$ cat config.mk
export PLATFORM = sky130hd
export DESIGN_NAME = cp0_unit
export DESIGN_NICKNAME = d
export VERILOG_FILES = /design/src/rtl/cp0_unit_pkg.sv /design/src/rtl/cp0_timer.sv /design/src/rtl/cp0_unit.sv
export SDC_FILE = /design/constraint.sdc
export NUM_CORES = 1
export LEC_CHECK = 0
export ABC_AREA = 0
export BUFFER_PORTS_ARGS = -buffer_cell sky130_fd_sc_hd__buf_2
export CELL_PAD_IN_SITES_DETAIL_PLACEMENT = 1
export CELL_PAD_IN_SITES_GLOBAL_PLACEMENT = 1
export CORE_MARGIN = 3
export CORE_UTILIZATION = 30
export CTS_BUF_LIST = sky130_fd_sc_hd__clkbuf_8
export DETAILED_ROUTE_END_ITERATION = 6
export PLACE_DENSITY = 0.86
export SLEW_MARGIN = 20
export SYNTH_ARGS = -nofsm -noshare
export SYNTH_HDL_FRONTEND = slang
export SYNTH_SLANG_ARGS = --single-unit
$ cat constraint.sdc
create_clock -name clk -period 2.3 [get_ports clk]
set_input_delay 0.46 -clock clk [delete_from_list [all_inputs] [get_ports clk]]
set_output_delay 0.46 -clock clk [all_outputs]
set_load 0.1 [all_outputs]
$ cat src/rtl/cp0_unit_pkg.sv
// Shared constants for the CP0 register file: register numbers, exception
// type codes as delivered by the mem stage, and the ExcCode values they map to.
package cp0_unit_pkg;

    localparam logic [4:0] CP0_REG_COUNT   = 5'd9;
    localparam logic [4:0] CP0_REG_COMPARE = 5'd11;
    localparam logic [4:0] CP0_REG_STATUS  = 5'd12;
    localparam logic [4:0] CP0_REG_CAUSE   = 5'd13;
    localparam logic [4:0] CP0_REG_EPC     = 5'd14;
    localparam logic [4:0] CP0_REG_PRID    = 5'd15;
    localparam logic [4:0] CP0_REG_CONFIG  = 5'd16;

    localparam logic [31:0] EXC_INT  = 32'h0000_0001;
    localparam logic [31:0] EXC_SYS  = 32'h0000_0008;
    localparam logic [31:0] EXC_RI   = 32'h0000_000A;
    localparam logic [31:0] EXC_OV   = 32'h0000_000C;
    localparam logic [31:0] EXC_TR   = 32'h0000_000D;
    localparam logic [31:0] EXC_ERET = 32'h0000_000E;

    localparam logic [4:0] EXCCODE_INT = 5'd0;
    localparam logic [4:0] EXCCODE_SYS = 5'd8;
    localparam logic [4:0] EXCCODE_RI  = 5'd10;
    localparam logic [4:0] EXCCODE_OV  = 5'd12;
    localparam logic [4:0] EXCCODE_TR  = 5'd13;

    localparam int STATUS_EXL_BIT = 1;
    localparam int CAUSE_BD_BIT   = 31;

    typedef struct packed {
        logic       valid;  // a real exception: save EPC/BD, set EXL
        logic       eret;   // return from exception: clear EXL
        logic [4:0] code;   // ExcCode written to cause[6:2]
    } exc_info_t;

    // Map the mem-stage excepttype word onto the action CP0 must take.
    function automatic exc_info_t decode_exc(input logic [31:0] excepttype);
        exc_info_t info;
        info = '0;
        case (excepttype)
            EXC_INT:  begin info.valid = 1'b1; info.code = EXCCODE_INT; end
            EXC_SYS:  begin info.valid = 1'b1; info.code = EXCCODE_SYS; end
            EXC_RI:   begin info.valid = 1'b1; info.code = EXCCODE_RI;  end
            EXC_OV:   begin info.valid = 1'b1; info.code = EXCCODE_OV;  end
            EXC_TR:   begin info.valid = 1'b1; info.code = EXCCODE_TR;  end
            EXC_ERET: info.eret = 1'b1;
            default:  info = '0;
        endcase
        return info;
    endfunction

endpackage

$ cat src/rtl/cp0_timer.sv
// Count/Compare timer of CP0. Count free-runs, Compare match raises a sticky
// timer interrupt that is cleared only by a write to Compare.
module cp0_timer
    import cp0_unit_pkg::*;
(
    input  logic        clk,
    input  logic        rst,
    input  logic        we_i,
    input  logic [4:0]  waddr_i,
    input  logic [31:0] data_i,
    output logic [31:0] count_o,
    output logic [31:0] compare_o,
    output logic        timer_int_o
);

    // Increment, match detect, then mtc0 writes (a write takes precedence).
    always_ff @(posedge clk) begin
        if (rst) begin
            count_o     <= '0;
            compare_o   <= '0;
            timer_int_o <= 1'b0;
        end else begin
            count_o <= count_o + 32'd1;
            if ((compare_o != 32'd0) && (count_o == compare_o)) begin
                timer_int_o <= 1'b1;
            end
            if (we_i) begin
                if (waddr_i == CP0_REG_COUNT) begin
                    count_o <= data_i;
                end
                if (waddr_i == CP0_REG_COMPARE) begin
                    compare_o   <= data_i;
                    timer_int_o <= 1'b0;
                end
            end
        end
    end

endmodule

$ cat src/rtl/cp0_unit.sv
// CP0 register file at the write-back end of the mem->wb CP0 path.
// Holds Status/Cause/EPC/Config, exposes PRId, handles exception entry/eret
// and serves combinational mfc0 reads for the ex stage.
// Build option: define CP0_TIMER_EN to include the Count/Compare timer;
// without it Count/Compare read 0 and timer_int_o is tied low.
module cp0_unit
    import cp0_unit_pkg::*;
#(
    parameter logic [31:0] PRID_VAL     = 32'h004C_0102,
    parameter logic [31:0] CONFIG_RESET = 32'h0000_8000,
    parameter logic [31:0] STATUS_RESET = 32'h1000_0000
) (
    input  logic        clk,
    input  logic        rst,
    input  logic        we_i,
    input  logic [4:0]  waddr_i,
    input  logic [31:0] data_i,
    input  logic [4:0]  raddr_i,
    input  logic [5:0]  int_i,
    input  logic [31:0] excepttype_i,
    input  logic [31:0] current_inst_addr_i,
    input  logic        is_in_delayslot_i,
    output logic [31:0] data_o,
    output logic [31:0] count_o,
    output logic [31:0] compare_o,
    output logic [31:0] status_o,
    output logic [31:0] cause_o,
    output logic [31:0] epc_o,
    output logic [31:0] config_o,
    output logic [31:0] prid_o,
    output logic        timer_int_o
);

    logic [31:0] status_q;
    logic [31:0] cause_q;
    logic [31:0] epc_q;
    logic [31:0] config_q;
    exc_info_t   exc;

    assign exc = decode_exc(excepttype_i);

`ifdef CP0_TIMER_EN
    cp0_timer u_timer (
        .clk         (clk),
        .rst         (rst),
        .we_i        (we_i),
        .waddr_i     (waddr_i),
        .data_i      (data_i),
        .count_o     (count_o),
        .compare_o   (compare_o),
        .timer_int_o (timer_int_o)
    );
`else
    assign count_o     = '0;
    assign compare_o   = '0;
    assign timer_int_o = 1'b0;
`endif

    // Status/Cause/EPC update: interrupt sampling, then mtc0, then exception
    // (statement order gives the exception the last word on shared fields).
    always_ff @(posedge clk) begin
        if (rst) begin
            status_q <= STATUS_RESET;
            cause_q  <= '0;
            epc_q    <= '0;
            config_q <= CONFIG_RESET;
        end else begin
            cause_q[15:10] <= int_i;
            if (we_i) begin
                case (waddr_i)
                    CP0_REG_STATUS: status_q <= data_i;
                    CP0_REG_EPC:    epc_q    <= data_i;
                    CP0_REG_CAUSE: begin
                        cause_q[9:8]   <= data_i[9:8];
                        cause_q[23:22] <= data_i[23:22];
                    end
                    default: ;
                endcase
            end
            if (exc.valid) begin
                // A nested exception keeps the original return point.
                if (!status_q[STATUS_EXL_BIT]) begin
                    epc_q <= is_in_delayslot_i ? (current_inst_addr_i - 32'd4)
                                               : current_inst_addr_i;
                    cause_q[CAUSE_BD_BIT] <= is_in_delayslot_i;
                end
                status_q[STATUS_EXL_BIT] <= 1'b1;
                cause_q[6:2]             <= exc.code;
            end else if (exc.eret) begin
                status_q[STATUS_EXL_BIT] <= 1'b0;
            end
        end
    end

    // mfc0 read mux; forwarding of in-flight writes is done in ex, not here.
    always_comb begin
        data_o = '0;
        case (raddr_i)
            CP0_REG_COUNT:   data_o = count_o;
            CP0_REG_COMPARE: data_o = compare_o;
            CP0_REG_STATUS:  data_o = status_q;
            CP0_REG_CAUSE:   data_o = cause_q;
            CP0_REG_EPC:     data_o = epc_q;
            CP0_REG_PRID:    data_o = PRID_VAL;
            CP0_REG_CONFIG:  data_o = config_q;
            default:         data_o = '0;
        endcase
    end

    assign status_o = status_q;
    assign cause_o  = cause_q;
    assign epc_o    = epc_q;
    assign config_o = config_q;
    assign prid_o   = PRID_VAL;

endmodule

==> results.md <==
- Tmin final: 2.18 ns
- Grt total ovfl: 0
- Die Ht: 144 µm
- Post-CTS setup buffers: 0
- Core area: 18800 µm²
- Starting Density: 0.306
- CTS sink count: 79
- CTS resizes: 0
- DP Wirelength: 17.6 mm
- Area delta synth->final: 34.2%
- Clk pwr share: 0.326
- Net Sw Frac: 0.452
- Kind of critical path: in -> out
- RSZ-0062 raised after global routing: false
- Slew Limit Fails: 0
- Vias in the first global route: 5720
- Die W: 144 µm
- First-pass iteration count of the detailed router: 4
- Clk_lat worst skew: 0.38 ns
- Hold_buf cts: 0
- Routed Antenna Nets: 0
- Worst EP required: 1.84 ns
- Root Driver: clkbuf_8
- Post-Synthesis Cells: 700
- Initial antenna violation count: 4
- Hold crit path type: in -> reg
- Status: completed
- Max rail drop VDD: 0.000265 V
- Sw power: 1.99 mW
- Least-Margin Pin Slew: 0.523 ns
- Syn_area_per_cell: 8.22 µm²
- CP arrival: 1.72 ns
- Final setup violation count: 0
- Worst relative slew slack: 0.654
- Fin crit share: 0.949
- Post-layout nets: 1043
- Largest net degree at the start of global routing: 36
- Final count of hold timing violations: 0
- Total Routing Usage GR: 0.202
- Placed insts: 1149
- Routability cong.: 0.847
- Ports: 373
- Max Clk Rate: 458 MHz
- Layout Cells excl Fill: 1168
- Yosys reg bits: 79
- Vias: 5455
- Synth cell types: 51
- Drc violations: 0
- Main synth FF type: dfxtp_1
- Global-route wire length before repair: 32.2 mm
- Clk pin slew, worst setup/hold paths: 0.09 ns
- Clock Skew: 0.00884 ns
- Placement Rows: 50
- Layout Utilization: 0.411
- Share of cells above drive strength 1: 0.411
- Startpoint Class: input pin
- Crit end category: primary output
- IO buf count: 226
- Avg WL per Cell: 19.0 µm
- Pwr dens: 571 nW/µm²
- Post-synth top area cell: dfxtp_1
- Combinational share of power: 0.359
- Die Area: 20900 µm²
- CTS buffer count: 9
- P_int: 2.42 mW
- Post-synth top area share: 0.275
- 1st-iter DRT viols: 178
- Leakage: 3.35 nW
- Synth async-reset ratio: 0
- Routed wire length: 22.2 mm
- Vias/cell: 4.67
- H-tree Lvls: 3
- Maximum clock insertion buffer count: 2
- Final setup margin: 0.117 ns
- Ys Warns: 0
- Register area share after synthesis: 0.275
- Synth Cell Area: 5750 µm²
- Area contributors post-synth: dfxtp_1 (27%), buf_4 (19%), mux2_2 (6.7%)
- Seq pwr share: 0.316
- Post-synth EDFFs: 0
- MaxCap Viol Count: 0
- CTS tree: done
- Largest fanout on the critical path: 6
- Pre-CTS setup slack: -0.130 ns
sequential cells by signal (all words and copies together), names as in the netlist:
register,cells
epc_o,32
cause_o,15
status_o,32
metrics by stage:
step | power (mW) | TNS [ns] | area (µm²) | hold WS, ns
6_report | 4.40 | 0 | 7720 | 0.290
5_1_grt | 4.55 | 0 | 7710 | 0.279
4_1_cts | 4.45 | 0 | 7710 | 0.263
3_5_place_dp | 2.99 | -0.329 | 7440 | 0.460
3_3_place_gp | 2.98 | -0.0236 | 7440 | 0.452
2_1_floorplan | 2.95 | -0.130 | 6570 | 0.585
path summary, 6_finish.rpt:
| kind | to | cells past startpoint | slack [ns] | start |
|---|---|---|---|---|
| setup reg to reg | epc_o[5] | 4 | 0.74 | status_o[1] |
| hold / removal | cause_o[13] | 2 | 0.29 | int_i[3] |
| setup / recovery | data_o[15] | 7 | 0.12 | raddr_i[2] |
| hold reg to reg | status_o[25] | 2 | 0.47 | status_o[25] |
power by group through the flow:
stage | Combinational (mW) | Sequential (mW) | Clock (mW)
global route | 1.63 | 1.39 | 1.53
CTS | 1.57 | 1.39 | 1.48
detailed placement | 1.57 | 1.42 | 0
floorplan | 1.42 | 1.53 | 0
global placement | 1.56 | 1.42 | 0
finish | 1.58 | 1.39 | 1.43
area by class of cell:
type	instances	area, µm²
flip-flops and latches	79	1590
inverters	3	11.3
clock buffers	10	138
diodes	3	7.51
clock inverters	6	133
repair buffers	254	1870
multi-input cells	579	3680
fillers	2295	11100
well taps	234	293
cell usage after synthesis, types with 3 or more instances:
cell	count
buf_4	149
nor2_1	90
dfxtp_1	79
nand2_1	79
a21oi_1	49
mux2_2	34
mux2i_1	33
clkbuf_1	29
a211oi_2	27
xor2_1	16
nor4_1	12
xnor2_1	11
nor3_1	9
nor2b_1	8
nand3_1	7
nand3b_1	6
o21ai_0	6
nand4_1	5
or4_4	4
buf_6	3
inv_1	3
or3_1	3
routing by layer:
metal  global-route usage  routed length (µm)
met1                0.227                8570
met2                0.378               11600
met3               0.0364                1460
met4               0.0771                 555
met5                    0                  30
critical path, stage by stage:
cell and delay, ns:
buf_2 0.11, and3b_1 0.29, a22oi_1 0.23, nor2_1 0.06, a31oi_1 0.30, o21ai_4 0.09, buf_12 0.17
cell usage in the layout (no fill, tap or decap), types with 10 or more instances in the layout:
master    synthesis  final
buf_12            0     36
nor4_1           12     12
a21oi_1          49     46
xor2_1           16     16
a211oi_2         27     27
nand2_1          79     79
nor2_1           90     64
conb_1            2    146
mux2i_1          33     33
buf_4           149     23
dfxtp_1          79     74
mux2_2           34     34
xnor2_1          11     11
buf_2             1    195
nor2_4            0     26
clkbuf_8          0     10
cell families after synthesis:
| kind of cell | after synthesis | synth area share |
|---|---|---|
| and+or+nand+nor | 243 | 0.205 |
| buffers and inverters | 186 | 0.223 |
| other | 2 | 0.00131 |
| DFF | 79 | 0.275 |
| xor gates and xnor gates | 27 | 0.0411 |
| adders and majority gates | 1 | 0.00217 |
| AOI/OAI and AO/OA | 95 | 0.129 |
| muxes | 67 | 0.124 |
(Power assumes the default switching activity.)
